==> src/rtl/ram_arb_pkg.sv <==
// Shared types for the RAM port arbiter: response tag and one-hot decode.
// ENABLE/DISABLE match the RAM's OUTREG encoding.
package ram_arb_pkg;

    localparam int DISABLE = 0;
    localparam int ENABLE  = 1;

    // Upper bounds so the tag and decoder can live outside the parameterized module
    localparam int MAX_REQ = 256;
    localparam int MAX_IDW = 8;

    typedef struct packed {
        logic               valid;
        logic [MAX_IDW-1:0] id;
    } rsp_tag_t;

    function automatic logic [MAX_IDW-1:0] onehot2idx(input logic [MAX_REQ-1:0] onehot);
        logic [MAX_IDW-1:0] idx;
        idx = '0;
        for (int i = 0; i < MAX_REQ; i++)
            if (onehot[i]) idx = idx | MAX_IDW'(i);
        return idx;
    endfunction

endpackage

==> src/rtl/rr_arbiter.sv <==
// Combinational round-robin grant: first asserted request at or after ptr, wrapping.
module rr_arbiter #(
    parameter int REQ = 4,
    parameter int IDW = $clog2(REQ)
) (
    input  logic [REQ-1:0] req,
    input  logic [IDW-1:0] ptr,
    output logic [REQ-1:0] grant
);

    always_comb begin
        logic           found;
        logic [IDW-1:0] idx;
        grant = '0;
        found = 1'b0;
        idx   = '0;
        for (int k = 0; k < REQ; k++) begin
            idx = IDW'((int'(ptr) + k) % REQ);
            if (!found && req[idx]) begin
                grant[idx] = 1'b1;
                found      = 1'b1;
            end
        end
    end

endmodule

==> src/rtl/ram_arb.sv <==
// Round-robin arbiter sharing one RAM port among REQ requesters, with tagged read responses.
// Define RAM_ARB_LOCK_EN to add req_lock, letting a requester hold exclusive ownership.
module ram_arb
    import ram_arb_pkg::*;
#(
    parameter int REQ    = 4,
    parameter int DATA   = 16,
    parameter int DEPTH  = 4,
    parameter int OUTREG = DISABLE,
    parameter int ADDR   = $clog2(DEPTH),
    parameter int IDW    = $clog2(REQ)
) (
    input  logic                      clk,
    input  logic                      reset,
    input  logic [REQ-1:0]            req_valid,
    output logic [REQ-1:0]            req_ready,
    input  logic [REQ-1:0]            req_rw_,
    input  logic [REQ-1:0][ADDR-1:0]  req_addr,
    input  logic [REQ-1:0][DATA-1:0]  req_wdata,
`ifdef RAM_ARB_LOCK_EN
    input  logic [REQ-1:0]            req_lock,
`endif
    output logic [REQ-1:0]            rsp_valid,
    output logic [DATA-1:0]           rsp_data,
    output logic                      ram_en,
    output logic                      ram_rw_,
    output logic [ADDR-1:0]           ram_addr,
    output logic [DATA-1:0]           ram_wdata,
    input  logic [DATA-1:0]           ram_rdata
);

    logic [IDW-1:0]     ptr;
    logic [IDW-1:0]     gidx;
    logic [REQ-1:0]     eligible;
    logic [REQ-1:0]     grant;
    logic [MAX_REQ-1:0] grant_ext;
    logic               xfer;
    logic               rd_xfer;
    rsp_tag_t           tag;

`ifdef RAM_ARB_LOCK_EN
    logic           owner_vld;
    logic [IDW-1:0] owner;

    // An owner masks everyone else out, even while it has nothing to send
    always_comb begin
        eligible = req_valid & {REQ{~reset}};
        if (owner_vld) eligible = eligible & (REQ'(1) << owner);
    end

    always_ff @(posedge clk) begin
        if (reset) begin
            owner_vld <= 1'b0;
            owner     <= '0;
        end else if (xfer) begin
            owner_vld <= req_lock[gidx];
            owner     <= gidx;
        end
    end
`else
    assign eligible = req_valid & {REQ{~reset}};
`endif

    rr_arbiter #(.REQ(REQ), .IDW(IDW)) u_rr (
        .req   (eligible),
        .ptr   (ptr),
        .grant (grant)
    );

    always_comb begin
        grant_ext = '0;
        grant_ext[REQ-1:0] = grant;
    end

    assign gidx      = IDW'(onehot2idx(grant_ext));
    assign xfer      = |grant;
    assign rd_xfer   = xfer & req_rw_[gidx];
    assign req_ready = grant;
    assign ram_en    = xfer;
    assign ram_rw_   = rd_xfer;
    assign ram_addr  = xfer ? req_addr[gidx]  : '0;
    assign ram_wdata = xfer ? req_wdata[gidx] : '0;

    always_ff @(posedge clk) begin
        if (reset)     ptr <= '0;
        else if (xfer) ptr <= (gidx == IDW'(REQ-1)) ? '0 : gidx + 1'b1;
    end

    always_ff @(posedge clk) begin
        if (reset) begin
            tag <= '0;
        end else begin
            tag.valid <= rd_xfer;
            tag.id    <= MAX_IDW'(gidx);
        end
    end

    // Gated by reset so a read granted just before reset never answers
    always_comb begin
        rsp_valid = '0;
        for (int i = 0; i < REQ; i++)
            if (tag.valid && tag.id == MAX_IDW'(i)) rsp_valid[i] = ~reset;
    end

    generate
        if (OUTREG == DISABLE) begin : g_cap
            logic [DATA-1:0] rsp_q;
            always_ff @(posedge clk) begin
                if (reset)        rsp_q <= '0;
                else if (rd_xfer) rsp_q <= ram_rdata;
            end
            assign rsp_data = rsp_q;
        end else begin : g_pass
            assign rsp_data = ram_rdata;
        end
    endgenerate

endmodule

==> config.mk <==
export PLATFORM = sky130hd
export DESIGN_NAME = ram_arb
export DESIGN_NICKNAME = d
export VERILOG_FILES = /design/src/rtl/ram_arb_pkg.sv /design/src/rtl/rr_arbiter.sv /design/src/rtl/ram_arb.sv
export SDC_FILE = /design/constraint.sdc
export NUM_CORES = 1
export LEC_CHECK = 0
export CAP_MARGIN = 20
export CORE_MARGIN = 4
export CORE_UTILIZATION = 29
export CTS_CLUSTER_SIZE = 10
export DETAILED_ROUTE_END_ITERATION = 8
export PLACE_DENSITY = 0.7
export SLEW_MARGIN = 20
export SYNTH_ARGS = -nofsm -noshare
export SYNTH_HDL_FRONTEND = slang
export SYNTH_HIERARCHICAL = 1
export SYNTH_SLANG_ARGS = --single-unit
==> constraint.sdc <==
create_clock -name clk -period 9.04 [get_ports clk]
set_input_delay 1.808 -clock clk [delete_from_list [all_inputs] [get_ports clk]]
set_output_delay 1.808 -clock clk [all_outputs]
set_load 0.01 [all_outputs]
==> out/qor.txt <==
Syn Nets -> 332
pin count of the biggest net entering global routing -> 38
Via density -> 5.14
Die X -> 89.4 µm
CP most frequent cell -> clkdlybuf4s50_1
starting DRC count in detailed routing -> 85
setup ws final -> 1.44 ns
vias in the first global route -> 2265
CTS tree -> done
P_sw -> 636 µW
min Tclk post-route -> 7.60 ns
Die Area -> 7980 µm²
Int Pwr -> 788 µW
CP max FO -> 18
Distinct cells, synth -> 33
sw frac -> 0.447
hold depth -> 2
number of synthesized register bits -> 21
status -> complete, no violations
most common cell in the synthesized netlist -> nand2b_1
FILL cells -> 608
worst rel slew slack -> 0.409
first-pass GRT wire length -> 10.5 mm
Max Slew Vio Count -> 0
Max Root-Sink Buffers -> 2
MaxCap Viol Count -> 0
RSZ-0062 raised after global routing -> false
Layout area overhead -> 78.2%
Core Area -> 6390 µm²
CTS Hold Bufs -> 0
Final TNS setup -> 0 ns
final critical-path share of the clock period -> 0.840
critical path class -> input pin to output port
post-synth top area share -> 0.219
CP required -> 7.23 ns
Data arrival, critical path -> 5.79 ns
# H-tree levels -> 1
num ports -> 142
ys async rst share -> 0
post-route cell area -> 3420 µm²
Comb pwr share -> 0.842
Yosys warnings -> 6
Achievable Freq -> 132 MHz
Initial Util -> 0.301
CP max stage cell -> nor2_2
cell accounting for the most synthesized area -> dfxtp_1
Setup crit start kind -> input pin
antenna violations before repair -> 0
Placed Area -> 3380 µm²
gpl congestion -> 0.889
syn avg cell area -> 8.42 µm²
power density over cell area -> 416 nW/µm²
wire per inst -> 16.0 µm
share of cells above drive strength 1 -> 0.0529
Final Hold Viols -> 0
Post-CTS Setup Repair Bufs -> 0
Pleak -> 0.00127 µW
Remaining Overflow, GRT -> 0
Synth top cells by count -> nand2b_1 (32), nor2b_1 (25), dfxtp_1 (21)
Worst Hold Class -> flop to flop
worst-skew pair later-pin latency -> 0.26 ns
CP max stage delay -> 0.69 ns
NumNets Final -> 464
clk sinks -> 21
Sequential Power Share -> 0.116
IO buf count -> 141
cells after synthesis -> 228
Row Count -> 29
EDFF count, synth -> 0
ranking of synthesized cells by area -> dfxtp_1 (22%), nand2b_1 (10%), mux2i_1 (8.3%), a221oi_1 (8.2%), nor2b_1 (8.1%)
crit-path cells -> clkdlybuf4s50_1 -> nor2b_1 -> mux4_2 -> nor2_1 -> nand2_1 -> o211ai_1 -> inv_1 -> nor2_2 -> a221oi_1 -> a211oi_1 -> clkdlybuf4s50_1
sequential fraction of the synthesis area -> 0.219
Tot GR Track Use -> 0.165
final wirelength -> 7.00 mm
dominant synthesized flop cell -> dfxtp_1
Reg clk slew, reported paths -> 0.07 ns
Clock power frac -> 0.042
cell depth of the worst flop-to-flop path -> 12
Cell Area, Synth -> 1920 µm²
worst ir drop on vdd -> 0.235 mV
drt first pass iters -> 4
Remaining DRCs -> 0
critical path capture point type -> output port
number of routed nets with antenna violations -> 0
Setup-failing EPs final -> 0
Place WS -> 1.42 ns
ANT cells -> 0
pin slew with the least headroom to its limit -> 0.883 ns
clk root buf -> clkbuf_8
post-cts sizing count -> 0
die height -> 89.4 µm
Vias -> 2241
Final HPWL DP -> 5.42 mm
CTS Buf Count -> 3
Clock Skews -> 0.00350 ns
==> power groups by stage <==
stage / sequential [µW] / clock, µW / combinational (µW)
3_3_place_gp: 167 / 0 / 1210
3_5_place_dp: 168 / 0 / 1210
2_1_floorplan: 179 / 0 / 678
4_1_cts: 165 / 62.5 / 1220
5_1_grt: 171 / 68.2 / 1310
6_report: 165 / 60.1 / 1200
==> final cells by class <==
cell class,count,area [µm²],share of cell area
Clock buffer,4,45.0,0.0132
Inverter,9,33.8,0.00988
Multi-Input combinational cell,177,1360,0.398
Sequential cell,21,420,0.123
Tap cell,77,96.3,0.0282
Timing Repair Buffer,148,1460,0.428
==> logic make-up (layout without fill, tap and decap cells) <==
kind of cell    Yosys count  in the layout  share of synthesized area
simple gates             80             80                      0.256
buf+inv                  30            161                     0.0782
fa+ha+maj                 6              6                     0.0391
mux                      20             20                      0.134
flops                    21             21                      0.219
compound gates           71             71                      0.273
==> per-stage QoR <==
stage | power [µW] | hold WS, ns | utilization | instances
after floorplan | 857 | 0.495 | - | 228
after global placement | 1370 | 0.460 | 0.529 | 432
after detailed placement | 1380 | 0.473 | 0.529 | 432
after CTS | 1440 | 0.484 | 0.536 | 436
after global routing | 1550 | 0.506 | 0.536 | 436
final | 1420 | 0.476 | 0.536 | 436
==> per-layer routing <==
| metal | wire, µm | GRT usage |
|---|---|---|
| met1 | 2850 | 0.195 |
| met2 | 3160 | 0.279 |
| met3 | 928 | 0.0710 |
| met4 | 49 | 0.0352 |
| met5 | 0 | 0 |
==> registers in the layout, summed over array words and instances (netlist names) <==
signal and cells:
rsp_data 16, tag 3, ptr 2
==> critical path, delay by kind of cell <==
kind / cells / cell delay, ns
buf+inv: 3 / 1.32
simple gates: 4 / 1.08
mux: 1 / 0.61
compound gates: 3 / 0.96
==> final timing paths <==
kind | slack [ns] | end | start
hold reg to reg | 0.48 | rsp_data[9]$_SDFFE_PP0P_ | rsp_data[9]$_SDFFE_PP0P_
setup reg to reg | 5.45 | rsp_data[11]$_SDFFE_PP0P_ | ptr[0]$_SDFFE_PP0P_
setup / recovery | 1.44 | ram_addr[0] | reset
hold / removal | 0.48 | rsp_data[9]$_SDFFE_PP0P_ | rsp_data[9]$_SDFFE_PP0P_
==> cell usage in the layout (no fill, tap or decap), types with 2 or more instances in the layout <==
cell type / synthesis / final
clkdlybuf4s50_1: 0 / 141
nand2b_1: 32 / 32
nor2b_1: 25 / 25
dfxtp_1: 21 / 21
a211oi_1: 20 / 19
o22ai_1: 18 / 18
a221oi_1: 18 / 18
mux2i_1: 16 / 16
nand2_1: 8 / 8
inv_1: 8 / 8
buf_4: 0 / 7
ha_1: 6 / 6
a21oi_1: 5 / 5
a21o_2: 4 / 4
o211ai_1: 4 / 4
nor2_1: 3 / 3
clkbuf_8: 0 / 3
or2_1: 2 / 2
nor3_1: 2 / 2
mux4_2: 2 / 2
mux4_1: 2 / 2
Note: power is estimated with default switching activity, not from simulation.
==> edit 1 (config.mk and constraints unchanged) <==
`REQ` is set to 4 in 2 places; all go to 8.
--- a/src/rtl/rr_arbiter.sv
+++ b/src/rtl/rr_arbiter.sv
@@ -1,6 +1,6 @@
 // Combinational round-robin grant: first asserted request at or after ptr, wrapping.
 module rr_arbiter #(
-    parameter int REQ = 4,
+    parameter int REQ = 8,
     parameter int IDW = $clog2(REQ)
 ) (
     input  logic [REQ-1:0] req,
--- a/src/rtl/ram_arb.sv
+++ b/src/rtl/ram_arb.sv
@@ -3,7 +3,7 @@
 module ram_arb
     import ram_arb_pkg::*;
 #(
-    parameter int REQ    = 4,
+    parameter int REQ    = 8,
     parameter int DATA   = 16,
     parameter int DEPTH  = 4,
     parameter int OUTREG = DISABLE,
Interface: changed (6 resized); port bits go from 142 to 230. The function was not compared with the original's and may differ.
==> edit 1 against the original RTL <==
- cell area grew 66%
- sequential share of layout area decreased by 4.2 points
- global-route usage up 4.0 points
- total power grew 74%
- core utilization decreased by 1.1 points
- sequential cell count grew 2
- die area grew 60%
- critical path depth rose by 3
- synthesized cell count up 34%
- setup slack got worse by 1.1 ns
- area after synthesis up 67%
- clock skew shrank 0.0011 ns
- largest cell class is now multi-input combinational cells
- routed wire length increased by 100%
==> edit 1: results (changes against the original RTL) <==
synth_cell_types: 52  # +58%
routabilityCongestion: 1.01  # +14%
grt_pass1_wl_mm: 20.9  # +99%
cpMaxStageDelayCell: "or4_2"
synthXorXnorAreaFrac_pct: 0.273  # +0.27 points
route.vias.total: 3585  # +60%
antenna_found_initial: 1  # +1
hp-start: "rsp_data[13]$_SDFFE_PP0P_"
holdPathEnd: "rsp_data[13]$_SDFFE_PP0P_"
yosys_warnings: 6  # unchanged
p_leak_nw: 2.09  # +64%
crit_family: "compound AO/OA/AOI/OAI gates"
fin_skew_ns: 0.00237  # -0.00113 ns
wl_per_cell_um: 21.1  # +31%
relSlewSlack_pct: 49.9  # +9.0 points
grt_pass1_vias: 3778  # +67%
synth-compound-area-share_pct: 18.4  # -8.9 points
nets: 709  # +53%
drtIter0Drc: 227  # +170%
rr_endpoint: "tag[8]$_SDFF_PP0_"
port_buffers: 229  # +62%
grt_max_degree: 42  # +11%
reg2reg_slack_ns: 3.34  # -2.11 ns
clk_pin_slew_ns: 0.08
dr.pass1.iters: 5  # +1
synth-adder-area-share_pct: 2.73  # -1.2 points
max_stage_delay_ns: 0.94  # +0.25 ns
dp_hpwl_mm: 11.7  # +120%
syn-num-nets: 490  # +48%
ys_top_cells_by_area: "mux4_2 (29%), dfxtp_1 (14%), mux2i_1 (8.7%), nand2b_1 (6.8%), a22o_1 (4.9%)"
drive_gt1_share_pct: 14.5  # +9.2 points
synth_common_cells: "mux4_2 (41), nand2b_1 (35), mux2i_1 (28), dfxtp_1 (23), a22o_1 (18)"
seq_area_frac_synth_pct: 14.4  # -7.5 points
irDropWorstVdd_mv: 0.302  # +28%
crit_arrival_ns: 6.87  # +1.08 ns
synth.area.mux_share_pct: 41.3  # +28 points
outcome: "complete, no violations"
gr-usage-all-layers_pct: 20.5  # +4.0 points
rr_worst_depth: 18  # +6
==> edit 1: layout make-up <==
class,count,area (um2)
well taps,140,175
inverters,9,33.8
diodes,1,2.50
repair buffers,240,2400
flip-flops and latches,23,460
multi-input cells,247,2570
fillers,973,5150
clock buffers,4,45.0
==> edit 1: worst max-delay path by stage <==
stage / to / start / slack, ns / depth (start not counted)
floorplan: ram_wdata[10] / reset / 1.25 / 15
global placement: ram_wdata[11] / reset / 0.52 / 14
detailed placement: ram_wdata[11] / reset / 0.40 / 14
CTS: ram_wdata[11] / reset / 0.39 / 14
global route: ram_wdata[11] / reset / 0.08 / 14
finish: ram_wdata[11] / reset / 0.37 / 14
==> edit 1: through the flow <==
step | setup slack, ns | utilization [%] | area, um2 | hold WS (ns) | instances
global route | 0.0753 | 52.5 | 5690 | 0.499 | 664
CTS | 0.395 | 52.4 | 5690 | 0.481 | 663
global placement | 0.516 | 52.0 | 5640 | 0.459 | 659
floorplan | 1.25 | - | 3210 | 0.478 | 305
detailed placement | 0.402 | 52.0 | 5640 | 0.463 | 659
finish | 0.366 | 52.5 | 5690 | 0.476 | 664
==> edit 1: where the power goes <==
| group | internal (mW) | switching (mW) | total (mW) |
|---|---|---|---|
| Sequential | 0.138 | 0.0315 | 0.170 |
| Clock | 0.0314 | 0.0321 | 0.0635 |
| Combinational | 1.23 | 1.02 | 2.25 |
==> edit 1: metal layers <==
metal	part of all wire, %	vias up	GRT usage (%)
met1	38	1709	25.4
li1	-	1657	-
met4	2.4	0	4.97
met2	51	201	35.9
met5	0	-	0
met3	8.4	18	5.03
==> edit 1: tightest hold or removal path, stage by stage, from the launching register on <==
cell,delay (ns)
dfxtp_1,0.31
nand2b_1,0.06
mux2i_1,0.06
==> edit 2 (same flow settings) <==
Without the edit above. The option `RAM_ARB_LOCK_EN` is turned on by a define.
--- a/src/rtl/ram_arb.sv
+++ b/src/rtl/ram_arb.sv
@@ -1,5 +1,7 @@
 // Round-robin arbiter sharing one RAM port among REQ requesters, with tagged read responses.
 // Define RAM_ARB_LOCK_EN to add req_lock, letting a requester hold exclusive ownership.
+`define RAM_ARB_LOCK_EN
+
 module ram_arb
     import ram_arb_pkg::*;
 #(
Ports: changed (added req_lock); port bits go from 142 to 146. No check against the original RTL was run, so the function may have changed too.
==> edit 2 against the original RTL <==
- global-route usage increased by 0.50 points
- highest routed layer unchanged
- maximum frequency decreased by 2.7%
- total power increased by 10%
- sequential cell count increased by 3
- combinational power increased by 7%
- critical endpoint is now ram_wdata[15]
- core utilization decreased by 0.47 points
- cell area increased by 7.8%
- non-clock buffer count increased by 4
- critical path depth increased by 1
- setup slack got worse by 0.21 ns
- routed wire length increased by 12%
- area after synthesis increased by 10%
==> edit 2: results (changes against the original RTL) <==
ys_top_cells_by_area: "dfxtp_1 (23%), nand2b_1 (9.7%), o22ai_1 (9.7%), mux2i_1 (7.6%), nand2_1 (7.1%)"
grt_max_degree: 43  # +13%
nMultiInputCombCells: 223  # +26%
met1Wirelength_mm: 3.04  # +6.6%
hp-start: "rsp_data[2]$_SDFFE_PP0P_"
synth_cell_types: 41  # +24%
synth_common_cells: "nand2_1 (40), nand2b_1 (33), o22ai_1 (33), a21oi_1 (25), dfxtp_1 (24)"
port_buffers: 145  # +2.8%
clock_area_share_pct: 1.93  # +0.62 points
nets: 524  # +13%
multi_input_area_mm2: 0.00147  # +7.7%
gr-usage-all-layers_pct: 17.0  # +0.50 points
fin_skew_ns: 0.00418  # +0.000686 ns
critPathCapture: "ram_wdata[15]"
grt_use_met3_pct: 4.34  # -2.8 points
cp_max_fo: 22  # +4
wl_met3_um: 633  # -32%
grt_pass1_wl_mm: 12.1  # +15%
outcome: "complete, no violations"
irDropWorstVdd_mv: 0.214  # -9.0%
rr_endpoint: "rsp_data[3]$_SDFFE_PP0P_"
fillers: 632  # +3.9%
seq_area_um2: 480  # +14%
grt_util_met1_pct: 19.2  # -0.30 points
pre_cts_ws_ns: 1.26  # -0.159 ns
buffers: 152  # +2.7%
crit_arrival_ns: 6.00  # +0.21 ns
max_stage_delay_ns: 0.73  # +0.04 ns
drive_gt1_share_pct: 5.06  # -0.23 points
routabilityCongestion: 0.830  # -6.7%
cpMaxStageDelayCell: "nand2_1"
holdPathEnd: "rsp_data[2]$_SDFFE_PP0P_"
## edit 2: kinds of logic (layout without fill, tap and decap cells)
group | count (synthesis) | in the layout | share of synthesized area [%]
AOI/OAI and AO/OA | 99 | 99 | 29.0
adders and majority gates | 6 | 6 | 3.54
buffers and inverters | 36 | 168 | 8.73
DFF | 24 | 24 | 22.7
muxes | 20 | 20 | 12.2
and+or+nand+nor | 98 | 98 | 24.0
## edit 2: metrics by stage
step | instance area (um2) | power (mW) | hold WS, ns | cells
floorplan | 2120 | 0.957 | 0.496 | 283
global placement | 3620 | 1.47 | 0.460 | 507
detailed placement | 3620 | 1.48 | 0.466 | 507
CTS | 3690 | 1.58 | 0.481 | 511
global route | 3690 | 1.69 | 0.501 | 511
finish | 3690 | 1.57 | 0.477 | 511
## edit 2: power breakdown
group          internal (mW)  switching (mW)
logic                  0.628           0.653
clock network         0.0592          0.0355
registers              0.157          0.0383
total                  0.844           0.727
